**src/rtl/tdc_code_accum.sv**
```systemverilog
// tdc_code_accum: windowed sum/mean/min/max of TDC pop-count codes.
// Collects 2^LOG2_SAMPLES clamped codes per window. It publishes the window
// results with a one-cycle valid pulse. All outputs come from registers.
module tdc_code_accum #(
    parameter  int N            = 64,
    parameter  int LOG2_SAMPLES = 4,
    localparam int W            = $clog2(N) + 1,
    localparam int SW           = W + LOG2_SAMPLES
) (
    input  logic          clk,
    input  logic          rst,
    input  logic          en,
    input  logic          clr,
    input  logic [W-1:0]  code,
    output logic [SW-1:0] sum,
    output logic [W-1:0]  mean,
    output logic [W-1:0]  code_min,
    output logic [W-1:0]  code_max,
    output logic          valid,
    output logic          busy,
    output logic          ovr
);

    localparam logic [W-1:0]            N_CODE  = W'(N);
    localparam logic [LOG2_SAMPLES-1:0] CNT_ONE = LOG2_SAMPLES'(1);

    // Smaller of two codes.
    function automatic logic [W-1:0] min_code(input logic [W-1:0] a, input logic [W-1:0] b);
        return (a < b) ? a : b;
    endfunction

    // Larger of two codes.
    function automatic logic [W-1:0] max_code(input logic [W-1:0] a, input logic [W-1:0] b);
        return (a > b) ? a : b;
    endfunction

    logic [LOG2_SAMPLES-1:0] cnt_r;
    logic [SW-1:0]           acc_r;
    logic [W-1:0]            run_min_r;
    logic [W-1:0]            run_max_r;
    logic [SW-1:0]           sum_r;
    logic [W-1:0]            mean_r;
    logic [W-1:0]            code_min_r;
    logic [W-1:0]            code_max_r;
    logic                    valid_r;
    logic                    busy_r;
    logic                    ovr_r;

    logic                    over_s;
    logic [W-1:0]            cs_s;
    logic                    first_s;
    logic                    last_s;
    logic [LOG2_SAMPLES-1:0] cnt_inc_s;
    logic [SW-1:0]           acc_nxt_s;
    logic [W-1:0]            min_nxt_s;
    logic [W-1:0]            max_nxt_s;

    // Clamp the incoming code and form the running values after accepting it.
    always_comb begin
        over_s    = (code > N_CODE);
        cs_s      = code;
        first_s   = (cnt_r == '0);
        last_s    = (cnt_r == '1);
        cnt_inc_s = cnt_r + CNT_ONE;
        acc_nxt_s = SW'(code);
        min_nxt_s = code;
        max_nxt_s = code;
        if (over_s) begin
            cs_s = N_CODE;
        end else begin
            cs_s = code;
        end
        if (first_s) begin
            // First sample of a window reloads everything; stale run values are ignored.
            acc_nxt_s = SW'(cs_s);
            min_nxt_s = cs_s;
            max_nxt_s = cs_s;
        end else begin
            acc_nxt_s = acc_r + SW'(cs_s);
            min_nxt_s = min_code(run_min_r, cs_s);
            max_nxt_s = max_code(run_max_r, cs_s);
        end
    end

    // Window state, result registers and sticky overrange flag.
    always_ff @(posedge clk) begin
        if (rst) begin
            cnt_r      <= '0;
            acc_r      <= '0;
            run_min_r  <= '0;
            run_max_r  <= '0;
            sum_r      <= '0;
            mean_r     <= '0;
            code_min_r <= '0;
            code_max_r <= '0;
            valid_r    <= 1'b0;
            busy_r     <= 1'b0;
            ovr_r      <= 1'b0;
        end else begin
            valid_r <= 1'b0;
            // Overrange is flagged even for a sample that clr discards.
            if (en && over_s) begin
                ovr_r <= 1'b1;
            end else begin
                ovr_r <= ovr_r;
            end
            if (clr) begin
                cnt_r  <= '0;
                busy_r <= 1'b0;
            end else if (en) begin
                cnt_r     <= cnt_inc_s;
                busy_r    <= (cnt_inc_s != '0);
                acc_r     <= acc_nxt_s;
                run_min_r <= min_nxt_s;
                run_max_r <= max_nxt_s;
                if (last_s) begin
                    sum_r      <= acc_nxt_s;
                    mean_r     <= acc_nxt_s[SW-1:LOG2_SAMPLES];
                    code_min_r <= min_nxt_s;
                    code_max_r <= max_nxt_s;
                    valid_r    <= 1'b1;
                end else begin
                    sum_r <= sum_r;
                end
            end else begin
                cnt_r <= cnt_r;
            end
        end
    end

    assign sum      = sum_r;
    assign mean     = mean_r;
    assign code_min = code_min_r;
    assign code_max = code_max_r;
    assign valid    = valid_r;
    assign busy     = busy_r;
    assign ovr      = ovr_r;

endmodule

```
**config.mk**
```make
export PLATFORM = sky130hd
export DESIGN_NAME = tdc_code_accum
export DESIGN_NICKNAME = d
export VERILOG_FILES = /design/src/rtl/tdc_code_accum.sv
export SDC_FILE = /design/constraint.sdc
export NUM_CORES = 1
export LEC_CHECK = 0
export ABC_AREA = 1
export CAP_MARGIN = 0
export CORE_MARGIN = 3
export CORE_UTILIZATION = 49
export DETAILED_ROUTE_END_ITERATION = 10
export HOLD_SLACK_MARGIN = 0.06
export PLACE_DENSITY = 0.76
export SLEW_MARGIN = 15
export SYNTH_ARGS = -nofsm -noshare
export SYNTH_HDL_FRONTEND = slang
export SYNTH_SLANG_ARGS = --single-unit
```
**constraint.sdc**
```tcl
create_clock -name clk -period 2.52 [get_ports clk]
set_input_delay 0.756 -clock clk [delete_from_list [all_inputs] [get_ports clk]]
set_output_delay 0.756 -clock clk [all_outputs]
set_load 0.02 [all_outputs]
```
# After elaboration in Yosys (flattened, before gate mapping)
# Cells that the tools add are included.
[op_classes] n_reduce_logical=7 n_mux=7 n_eq_ne=1 n_lt_le_gt_ge=3 n_mul=0 n_addsub=2 shift=0 bitwise_logic=2 div=0
[ops] operator="$mux 7" count=5
[ops] operator="$add 11x7->11" count=1
[ops] operator="$mux 11" count=1
[ops] operator="$gt 7x7->1" count=1
[ops] operator="$gt 7x7->1 const B" count=1
[ops] operator="$lt 7x7->1" count=1
[ops] operator="$add 4x1->4 const B" count=1
[ops] operator="$eq 4x4->1 const B" count=1
[ops] operator="$logic_not 4->1" count=1
[ops] operator="$reduce_bool 4->1" count=1
[ops] operator="$reduce_and 3->1" count=1
[ops] operator="$reduce_or 3->1" count=1
[ops] operator="$not 1->1" count=2
[ops] operator="$reduce_and 2->1" count=1
[ops] operator="$reduce_or 2->1" count=1
[ops] operator="$logic_and 1x1->1" count=1
[ops] operator="$mux 1" count=1
[word_totals] output_inout_bits=35 mem_count=0 latchBits=0 inputBits=11 ram_bits=0 register_bits=64 elab_cells=33 rom_bits=0

# Longest topological paths before layout
[logic_depth] ltp_word=5 depth_mapped=15 mapped_depth_nobuf=15

# Worst setup path after synthesis
# OpenSTA, ideal clock, no wires.
[synth_timing] kind="input -> register" from="input code[4]" to="register acc_r[6]" arrival_time_ns=2.585 cell_stages=14 path_slack_ns=-0.174 setup_time_ns=0.109 path_buffers=0 required_time_ns=2.411 path_cell_list="nor2_1 > nand3_1 > a21oi_1 > ha_1 > inv_1 > fa_1 > nand3b_1 > nand2_1 > a21oi_1 > xnor2_1 > o21ai_0 > nand2_1 > nand2_1 > inv_1"
[synth_between] elab_chain_len=4
[synth_rtl] item="start, declared" line_no="14" rtl="input logic [W-1:0] code,"
[synth_rtl] item="$gt 7x7->1" line_no="60" rtl="over_s = (code > N_CODE);"
[synth_rtl] item="$mux 7 *" line_no="68" rtl="if (over_s) begin"
[synth_rtl] item="$add 11x7->11" line_no="79" rtl="acc_nxt_s = acc_r + SW'(cs_s);"
[synth_rtl] item="$mux 11 *" line_no="73" rtl="if (first_s) begin"
[synth_rtl] item="end signal, assigned" line_no="113" rtl="acc_r <= acc_nxt_s;"
[synth_rtl] item="end, declared" line_no="38" rtl="logic [SW-1:0] acc_r;"
# Every way passes the cells marked *; elsewhere a longest branch is shown, timed or not.
# A chain may end at the register's enable or synchronous reset.

# Worst setup path after layout
[layout_timing] from="input code[3]" to="register acc_r[6]"
# The elaborated chain is that of the path after synthesis.

==> summary.md <==
| Metric | Value |
|---|---|
| Crit. Startpoint | `code[3]` |
| Clk sinks | `57` |
| Num CTS Buffers | `9` |
| Count of input and output buffers | `45` |
| Max Cap Violations | `0` |
| Data required time of the worst path | `2.76 ns` |
| CTS clk-pin slew, worst paths | `~0.070 ns` |
| Hold Crit Class | `reg -> reg` |
| DRT iter0 DRCs | `between 150 and 200` |
| Post-synth EDFFs | `0` |
| Final Hold Viols | `0` |
| Gpl congestion | `about 0.90` |
| Cell with the most instances after synthesis | `nand2_1` |
| H-tree depth reported by CTS | `3` |
| Placed Area | `approximately 4000 µm²` |
| Worst Max-Slew Pin Slew | `about 0.42 ns` |
| Drc violations | `0` |
| Clk Latency, worst-skew pair | `0.34 ns` |
| Via Count | `roughly 3200` |
| Area growth syn-to-layout | `30.3%` |
| Met1 usage | `a little over a quarter` |
| Unique masters post-synth | `28` |
| I/O pins | `46` |
| Routed Antenna Nets | `0` |
| GRT Residual Overflow | `0` |
| GR Util met3 | `roughly 6.5%` |
| FF+latch area | `1140 µm²` |
| Grt met2 use | `between 30% and 40%` |
| Relative slew slack | `71.7%` |
| Worst Clk Skew | `between 0.01 and 0.015 ns` |
| Sw Ratio | `a little over a quarter` |
| Top post-synthesis cells by count | `nand2_1 (96), nor2_1 (82), inv_1 (72)` |
| FP Rows | `29` |
| Flop and latch count out of synthesis | `57` |
| Slowest CP cell | `fa_2` |
| Post-detail-place hpwl | `around 5.9 mm` |
| Initial Utilization | `50.8%` |
| Pleak | `between 2 and 2.5 nW` |
| Gr busiest metal | `met2` |
| Gr usage total | `22.6%` |
| Mapped Nets | `~520` |
| CP Launch Type | `primary input` |
| Psw | `around 0.00060 W` |
| Final period utilization | `about 96%` |
| Fin Hold WS | `0.483 ns` |
| Layout Nets | `just under 600` |
| Pin count of the biggest net entering global routing | `43` |
| Vias in the first global route | `about 3000` |
| Max Freq | `between 400 and 500 MHz` |
| Largest cells by area after synthesis | `dfxtp_1 (35%), nand2_1 (11%), nor2_1 (9.5%)` |
| Worst Path Class, Setup | `in -> reg` |
| N_diodes | `0` |
| Outcome | `complete, no violations` |
| Critical R2R Launch | `acc_r[0]$_SDFFE_PP0P_` |
| Mapped Cells | `between 400 and 500` |
| Power Density | `~540 nW/µm²` |
| CTS Buffer Depth | `2` |
| Netlist Area Pre-Place | `around 3200 µm²` |
| TritonCTS clock tree | `yes` |
| Synth Flop Type | `dfxtp_1` |
| Fin area | `between 4000 and 5000 µm²` |
| Multi-input logic area | `1750 µm²` |
| Die outline height | `87.3 µm` |
| CP max stage delay | `around 0.34 ns` |
| First-pass GRT wire length | `13.5 mm` |
| Sequential area share after synthesis | `between 30% and 40%` |
| Vias per inst | `a little over 5` |
| Die area | `7630 µm²` |
| Initial antenna violation count | `0` |
| CP cell instances | `buf_8 -> nor2_4 -> nand3_2 -> a21oi_2 -> ha_2 -> inv_2 -> fa_2 -> nand3b_1 -> nand2_2 -> a21oi_2 -> xnor2_1 -> o21ai_1 -> nand2_1 -> nand2_1 -> inv_1` |
| Filler Cells Inserted | `roughly 580` |
| Fin crit period | `around 2.4 ns` |
| Synth warn | `0` |
| Hold wc startpoint | `ovr$_SDFFE_PP0P_` |
| DR pass1 iterations | `5` |
| Highest net fanout along the worst path | `3` |
| Core area | `6390 µm²` |
| WL final | `roughly 8 mm` |
| Max-slew violations | `0` |
| Gate power share | `15.8%` |
| WL/cell | `about 13 µm` |
| Crit end category | `flop` |
| IR Drop Worst-Case VDD | `between 500 and 600 µV` |
| Layout cells sized above 1 | `about 14%` |
| Die X | `roughly 87 µm` |
| Int Pwr | `0.00166 W` |
| Avg Cell Area, Syn | `between 6 and 7 µm²` |
| Final setup viols | `0` |
| Clk root buf | `clkbuf_8` |
| Post-synth top area cell | `dfxtp_1` |
| Sequential share of power | `between 40 and 50%` |
| Hold buffers post-CTS | `0` |
| Post-synth top area share | `between 30% and 40%` |
| WP data arrival | `between 2 and 3 ns` |
| Clock share of power | `41.9%` |
| Ys async rst share | `0%` |
| RSZ-0062 raised after global routing | `yes` |
## flip-flops by register name (all words and copies together), names as in the netlist
| register | count |
|---|---|
| acc_r | 11 |
| busy | 1 |
| cnt_r | 4 |
| code_max | 7 |
| code_min | 7 |
| ovr | 1 |
| run_max_r | 7 |
| run_min_r | 7 |
| sum | 11 |
| valid | 1 |
## path summary, 6_finish.rpt
kind,slack (ns),endpoint,cells after the start
setup / recovery,0.11,acc_r[6]$_SDFFE_PP0P_,15
hold / removal,0.48,ovr$_SDFFE_PP0P_,1
setup reg to reg,0.66,acc_r[6]$_SDFFE_PP0P_,11
hold reg to reg,0.48,ovr$_SDFFE_PP0P_,1
## worst max-delay path, delay by kind of cell
kind                     cells  cell delay (ns)
AND/OR/NAND/NOR              6             0.63
adder cells (fa/ha/maj)      2             0.54
AO/OA/AOI/OAI                3             0.42
buffers and inverters        3             0.17
XOR/XNOR                     1             0.13
## placed cells by master, fill, tap and decap left out, types with 2 or more instances in the layout
cell,count
inv_1,70
ha_1,22
nand3_2,2
nand2_2,2
buf_6,4
dfxtp_1,57
buf_4,33
nand2_1,94
nand3_1,48
clkbuf_8,10
xor2_1,2
a21o_1,2
inv_2,4
clkdlybuf4s50_1,38
clkbuf_2,2
xnor2_1,4
o21ai_0,32
nor2_1,79
nor2_4,3
buf_12,2
a21oi_1,27
clkinv_2,2
bufinv_16,2
a21oi_2,3
## timing repair
action / in CTS / in global routing
buffers inserted: 0 / 2
pin swaps: 7 / 12
gates resized for setup: 17 / 23
endpoints found under the setup margin: 47 / 40
## power by group through the flow
stage / Combinational, W / Sequential (W) / Clock, W
after detailed placement: 0.000350 / 0.000975 / 0
after global placement: 0.000339 / 0.000974 / 0
after global routing: 0.000404 / 0.000960 / 0.00101
after CTS: 0.000351 / 0.000956 / 0.000965
final: 0.000357 / 0.000956 / 0.000949
after floorplan: 0.000220 / 0.000970 / 0
## through the flow
step	setup slack [ns]	std cells	power (W)	TNS, ns	util [%]
floorplan	-0.00330	487	0.00119	-0.00330	-
global route	-0.0270	638	0.00237	-0.0314	66.2
finish	0.107	638	0.00226	0	66.2
detailed placement	-0.627	620	0.00133	-25.82	62.3
global placement	-0.555	620	0.00131	-22.20	62.3
CTS	0.00649	636	0.00227	0	65.9
## cell type report
class | count | share of cell area (%)
Sequential cell | 57 | 27.0
Clock inverter | 5 | 1.87
Inverter | 74 | 6.57
Timing Repair Buffer | 80 | 17.5
Multi-Input combinational cell | 334 | 41.5
Clock buffer | 11 | 3.35
Tap cell | 77 | 2.28
## kinds of logic (layout without fill, tap and decap cells)
group | count (synthesis) | in the layout | synth area share, %
AOI/OAI and AO/OA | 71 | 71 | 11.6
xor gates and xnor gates | 6 | 6 | 1.62
adders and majority gates | 24 | 24 | 9.49
buffers and inverters | 96 | 170 | 12.3
DFF | 57 | 57 | 35.2
and+or+nand+nor | 233 | 233 | 29.8
## routing by layer
metal / vias up / share of wire, %
li1: 1668 / -
met1: 1473 / 44
met2: 81 / 48
met3: 23 / 5.5
met4: 0 / 2.7
met5: - / 0
Power figures use the tool's default switching activity.
